$ cat config.mk
export PLATFORM = sky130hd
export DESIGN_NAME = sc_fifo_wr_arbiter
export DESIGN_NICKNAME = d
export VERILOG_FILES = /design/src/rtl/sc_fifo_arb_pkg.sv /design/src/rtl/rr_arbiter_ptr.sv /design/src/rtl/sc_fifo_wr_arbiter.sv
export SDC_FILE = /design/constraint.sdc
export NUM_CORES = 1
export LEC_CHECK = 0
export ABC_CLOCK_PERIOD_IN_PS = 4500
export CELL_PAD_IN_SITES_DETAIL_PLACEMENT = 1
export CELL_PAD_IN_SITES_GLOBAL_PLACEMENT = 2
export CORE_MARGIN = 2
export CORE_UTILIZATION = 15
export CTS_CLUSTER_DIAMETER = 200
export DETAILED_ROUTE_END_ITERATION = 10
export PLACE_DENSITY = 0.87
export SLEW_MARGIN = 20
export SYNTH_ARGS = -nofsm -noshare
export SYNTH_HDL_FRONTEND = slang
export SYNTH_HIERARCHICAL = 1
export SYNTH_SLANG_ARGS = --single-unit
$ cat constraint.sdc
create_clock -name clk_i -period 4.5 [get_ports clk_i]
set_input_delay 0.675 -clock clk_i [delete_from_list [all_inputs] [get_ports clk_i]]
set_output_delay 0.675 -clock clk_i [all_outputs]
set_load 0.005 [all_outputs]
$ cat src/rtl/sc_fifo_arb_pkg.sv
`default_nettype none
// ============================================================================
//  Module   : sc_fifo_arb_pkg
//  Brief    : Shared types and round-robin pick helper for sc_fifo_wr_arbiter
//  Revision : 1.0
// ============================================================================
package sc_fifo_arb_pkg;

   typedef enum logic [0:0] {
      ST_IDLE  = 1'b0,
      ST_GRANT = 1'b1
   } arb_state_t;

   // The pick helper works on a fixed-size vector; REQ_CNT may be at most 32.
   localparam int unsigned RR_MAX_REQ = 32;
   localparam int unsigned RR_IDX_W   = 5;

   typedef struct packed {
      logic                found;
      logic [RR_IDX_W-1:0] idx;
   } rr_pick_t;

   function automatic rr_pick_t rr_pick(
      input logic [RR_MAX_REQ-1:0] valid,
      input logic [RR_IDX_W-1:0]   ptr,
      input int unsigned           n
   );
      rr_pick_t    res;
      int unsigned cand;
      res = '0;
      for (int unsigned k = 1; k <= RR_MAX_REQ; k++) begin
         cand = (32'(ptr) + k) % n;
         if (!res.found && (k <= n) && valid[cand[RR_IDX_W-1:0]]) begin
            res.found = 1'b1;
            res.idx   = cand[RR_IDX_W-1:0];
         end
      end
      return res;
   endfunction

endpackage
`default_nettype wire

$ cat src/rtl/rr_arbiter_ptr.sv
`default_nettype none
// ============================================================================
//  Module   : rr_arbiter_ptr
//  Brief    : Round-robin pointer with combinational next-owner pick
//  Revision : 1.0
// ============================================================================
module rr_arbiter_ptr
   import sc_fifo_arb_pkg::*;
#(
   parameter int REQ_CNT = 4,
   parameter int PTR_W   = $clog2(REQ_CNT)
) (
   input  logic               i_clk,
   input  logic               i_rst_n,
   input  logic [REQ_CNT-1:0] i_req_valid,
   input  logic               i_update,
   output logic               o_found,
   output logic [PTR_W-1:0]   o_idx,
   output logic [REQ_CNT-1:0] o_onehot
);

   logic [PTR_W-1:0]      r_ptr;
   logic [RR_MAX_REQ-1:0] w_valid_ext;
   logic [RR_IDX_W-1:0]   w_ptr_ext;
   rr_pick_t              w_pick;

   always_comb begin
      w_valid_ext                = '0;
      w_valid_ext[REQ_CNT-1:0]   = i_req_valid;
      w_ptr_ext                  = '0;
      w_ptr_ext[PTR_W-1:0]       = r_ptr;
      w_pick                     = rr_pick(w_valid_ext, w_ptr_ext, REQ_CNT);
   end

   assign o_found = w_pick.found;
   assign o_idx   = w_pick.idx[PTR_W-1:0];

   for (genvar k = 0; k < REQ_CNT; k++) begin : g_onehot
      assign o_onehot[k] = w_pick.found && (w_pick.idx == RR_IDX_W'(k));
   end

   // Reset to the last index so requester 0 is searched first.
   always_ff @(posedge i_clk or negedge i_rst_n) begin
      if (!i_rst_n) begin
         r_ptr <= PTR_W'(REQ_CNT - 1);
      end else if (i_update) begin
         r_ptr <= o_idx;
      end
   end

endmodule
`default_nettype wire

$ cat src/rtl/sc_fifo_wr_arbiter.sv
`default_nettype none
// ============================================================================
//  Module   : sc_fifo_wr_arbiter
//  Brief    : Burst-locked round-robin arbiter for a single-clock FIFO write port
//  Revision : 1.0
// ============================================================================
module sc_fifo_wr_arbiter
   import sc_fifo_arb_pkg::*;
#(
   parameter int REQ_CNT   = 4,
   parameter int DATA_W    = 32,
   parameter int ADDR_W    = 5,
   parameter int BURST_LEN = 4
) (
   input  logic                      clk_i,
   input  logic                      rst_n_i,
   input  logic [REQ_CNT-1:0]        req_valid_i,
   input  logic [REQ_CNT*DATA_W-1:0] req_data_i,
   output logic [REQ_CNT-1:0]        req_ready_o,
   output logic [REQ_CNT-1:0]        grant_o,
   output logic                      fifo_wr_en_o,
   output logic [DATA_W-1:0]         fifo_wr_data_o,
   input  logic [ADDR_W:0]           fifo_wr_usedw_i,
   input  logic                      fifo_wr_full_i
);

   localparam int PTR_W = $clog2(REQ_CNT);
   localparam int BC_W  = $clog2(BURST_LEN + 1);
   localparam logic [ADDR_W:0]  C_DEPTH     = (ADDR_W+1)'(2**ADDR_W);
   localparam logic [ADDR_W:0]  C_BURST     = (ADDR_W+1)'(BURST_LEN);
   localparam logic [BC_W-1:0]  C_LAST_BEAT = BC_W'(BURST_LEN - 1);

   arb_state_t          r_state;
   logic [REQ_CNT-1:0]  r_grant;
   logic [PTR_W-1:0]    r_owner;
   logic [BC_W-1:0]     r_beat_cnt;

   logic [ADDR_W:0]     w_free;
   logic                w_space_ok;
   logic                w_found;
   logic [PTR_W-1:0]    w_idx;
   logic [REQ_CNT-1:0]  w_onehot;
   logic                w_update;
   logic                w_owner_valid;
   logic                w_beat;
   logic [DATA_W-1:0]   w_data [REQ_CNT];

   for (genvar k = 0; k < REQ_CNT; k++) begin : g_data_slice
      assign w_data[k] = req_data_i[k*DATA_W +: DATA_W];
   end

   // A burst is only started when the whole burst is guaranteed to fit.
   assign w_free     = C_DEPTH - fifo_wr_usedw_i;
   assign w_space_ok = (w_free >= C_BURST);
   assign w_update   = (r_state == ST_IDLE) && w_found && w_space_ok;

   rr_arbiter_ptr #(
      .REQ_CNT (REQ_CNT),
      .PTR_W   (PTR_W)
   ) u_rr_ptr (
      .i_clk       (clk_i),
      .i_rst_n     (rst_n_i),
      .i_req_valid (req_valid_i),
      .i_update    (w_update),
      .o_found     (w_found),
      .o_idx       (w_idx),
      .o_onehot    (w_onehot)
   );

   assign grant_o        = r_grant;
   assign req_ready_o    = fifo_wr_full_i ? '0 : r_grant;
   assign w_owner_valid  = req_valid_i[r_owner];
   assign w_beat         = |(req_valid_i & req_ready_o);
   assign fifo_wr_en_o   = w_beat;
   assign fifo_wr_data_o = w_data[r_owner];

   always_ff @(posedge clk_i or negedge rst_n_i) begin
      if (!rst_n_i) begin
         r_state    <= ST_IDLE;
         r_grant    <= '0;
         r_owner    <= '0;
         r_beat_cnt <= '0;
      end else begin
         case (r_state)
            ST_IDLE: begin
               if (w_update) begin
                  r_grant    <= w_onehot;
                  r_owner    <= w_idx;
                  r_beat_cnt <= '0;
                  r_state    <= ST_GRANT;
               end
            end
            ST_GRANT: begin
               if (!w_owner_valid) begin
                  r_grant    <= '0;
                  r_beat_cnt <= '0;
                  r_state    <= ST_IDLE;
               end else if (w_beat) begin
                  if (r_beat_cnt == C_LAST_BEAT) begin
                     r_grant    <= '0;
                     r_beat_cnt <= '0;
                     r_state    <= ST_IDLE;
                  end else begin
                     r_beat_cnt <= r_beat_cnt + 1'b1;
                  end
               end
            end
            default: begin
               r_grant <= '0;
               r_state <= ST_IDLE;
            end
         endcase
      end
   end

endmodule
`default_nettype wire

==> out/summary.txt <==
antenna-violating nets left: 0
Synth area leaders: mux4_2 45%, dfrtp_1 15%, mux2i_1 4.3%
status: complete, no violations
first-pass GRT wire length: 11,400 um
Remaining Overflow, GRT: 0
Placement Cell Area: 3580 um^2
gr busiest metal: met2
CTS tree: yes
Area Growth Syn to Fin: 124%
final worst slack: 1.34 ns
ant diodes: 0
final instance area: 3620 um^2
Post-Syn Area: 1620 um^2
Synth cell types: 43
met3 Use GR: 2.00%
die area: 11,600 um^2
core area: 10,400 um^2
critical path peak fanout: 10
initial antenna violation count: 0
initial drt markers: 40
P_leak: 1.30 nW
Arr. time, crit path: 2.49 ns
routability congestion estimate: 0.730
Gate power share: 76.2%
fin util: 34.8%
Psw: 0.521 mW
half-perimeter wire length after placement: 6870 um
VDD IR max: 0.165 mV
Worst-Margin Slew: 0.611 ns
wirelength, routed: 7800 um
DR WL/cell: 17.8 um
H-tree Lvls: 1
crit path launch: req_valid_i[3]
CP startpoint kind: input pin
final setup fails: 0
clk_skew: 0.00757 ns
Slew HR: 59.3%
met2 usage: 25.9%
worst setup path class: in -> out
CTS Buf Count: 3
EDFF count, synth: 0
Sequential Power Share: 17.4%
sequential area share after synthesis: 18.7%
Row Count: 37
Synthesized Nets: 267
dpl cells: 435
Max Freq: 316 MHz
num ports: 182
Post-Syn Instances: 125
Worst R2R Start: r_owner[1]
CTS Sinks: 12
RSZ-0062 raised after global routing: no
Synth area leader: mux4_2
number of global-route vias before repair: 2,093
Initial Util: 15.5%
Via-to-Cell Ratio: 4.34
Post-CTS Repair Setup Buffers: 0
Pwr per Cell Area: 426 nW/um^2
post-cts resize count: 0
Tot GR Track Use: 12.7%
minimum clock period: 3.16 ns
sw frac: 33.8%
Synth Register Bits: 12
Int Pwr: 1.02 mW
nature of the critical path endpoint: output port
Async SR Flop Fraction: 100%
post-cts hold buffer count: 0
die height: 108 um
clock latency on the worst-skew pair: 0.24 ns
met1 global-route usage: 13.6%
Die X-Extent: 108 um
multi-input logic area: 1260 um^2
Slew Limit Fails: 0
Main synth FF type: dfrtp_1
clock root buffer: clkbuf_8
Reg area: 304 um^2
Final Hold Vio Count: 0
min-delay src: r_beat_cnt[2]
routed vias: 1,907
largest net degree at the start of global routing: 24
layout cells sized above 1: 17.8%
port buffer count: 181
MaxCap Viol Count: 0
non-filler instance count after layout: 439
top cell type's share of synthesized area: 44.5%
Avg Inst Size Synth: 13.0 um^2
clock transition at the registers of the reported paths: 0.05 ns
Layout Nets: 446
Clock Power Share: 6.4%
Hold Path Class: reg -> reg
Fill cells: 1,143
Tcrit/Tclk final: 70.3%
TNS Setup: 0 ns
CTS max path bufs: 2
dpl ws: 1.36 ns
Pre-Repair DR Iteration Count: 3
Warnings, synthesis: 6
Req. time, crit path: 3.83 ns
Post-route DRC: 0
per-layer routing:
metal,vias to the layer above,wire [um]
li1,887,-
met1,919,2730
met2,97,4430
met3,4,585
met4,0,53
met5,-,0
final cells by class:
type                       count  area share (%)
timing repair buffer         183            50.4
multi-input combinational    101            34.9
sequential                    12            8.39
tap                          136            4.70
clock buffer                   4            1.24
inverter                       3           0.311
worst paths after layout:
| path | end | cells past startpoint | slack [ns] |
|---|---|---|---|
| worst max-delay path | fifo_wr_en_o | 4 | 1.34 |
| worst min-delay path | r_beat_cnt[2] | 1 | 0.49 |
| worst max register to register | grant_o[2] | 4 | 2.74 |
| worst min register to register | r_beat_cnt[2] | 1 | 0.49 |
| max in group asynchronous | r_owner[0] | 1 | 3.29 |
| min in group asynchronous | grant_o[0] | 1 | 0.80 |
Yosys cell counts (all sizes together) (2+ instances only):
cell,instances
o221a,2
buf,5
clkbuf,4
dfstp,2
o22ai,3
nor2b,6
mux2i,7
dfrtp,10
nand2b,3
a2bb2oi,2
mux4,32
o22a,2
a21oi,5
mux2,2
nor2,8
inv,3
nand2,3
a22oi,2
o2bb2ai,4
o21ai,5
state kept, by name (all words and copies together), names as in the netlist:
signal and cells:
r_state 1, u_rr_ptr/r_ptr 2, r_beat_cnt 3, r_owner 2, grant_o 4
kinds of logic after synthesis:
kind of cell | share of synthesized area, %
muxes | 50.7
AOI/OAI and AO/OA | 15.9
adders and majority gates | 0.773
DFF | 18.7
and+or+nand+nor | 10.7
buffers and inverters | 3.17
placed cells by master (no fill, tap or decap), types with 2 or more instances in the layout:
cell,count
a21oi_1,4
a22oi_1,2
buf_4,2
clkbuf_8,3
clkdlybuf4s50_1,181
dfrtp_1,9
dfstp_2,2
inv_1,3
mux2_4,2
mux2i_1,7
mux4_2,32
nand2_1,3
nand2b_1,3
nor2_1,8
nor2b_1,5
o21ai_0,4
o2bb2ai_1,4
critical path: stages:
cell and delay (ns):
clkdlybuf4s50_1 0.66, a22oi_1 0.13, a21oi_1 0.41, clkdlybuf4s50_1 0.61
power groups by stage:
stage	clock [mW]	sequential, mW	combinational, mW
detailed placement	0	0.277	1.19
global route	0.107	0.287	1.27
global placement	0	0.275	1.18
floorplan	0	0.192	0.663
CTS	0.104	0.276	1.20
finish	0.0983	0.269	1.17
per-stage QoR:
stage / hold slack (ns) / power (mW)
floorplan: 0.379 / 0.854
global placement: 0.475 / 1.46
detailed placement: 0.486 / 1.47
CTS: 0.499 / 1.58
global route: 0.519 / 1.66
finish: 0.490 / 1.54
No activity file was read; power rests on OpenSTA's default activity.
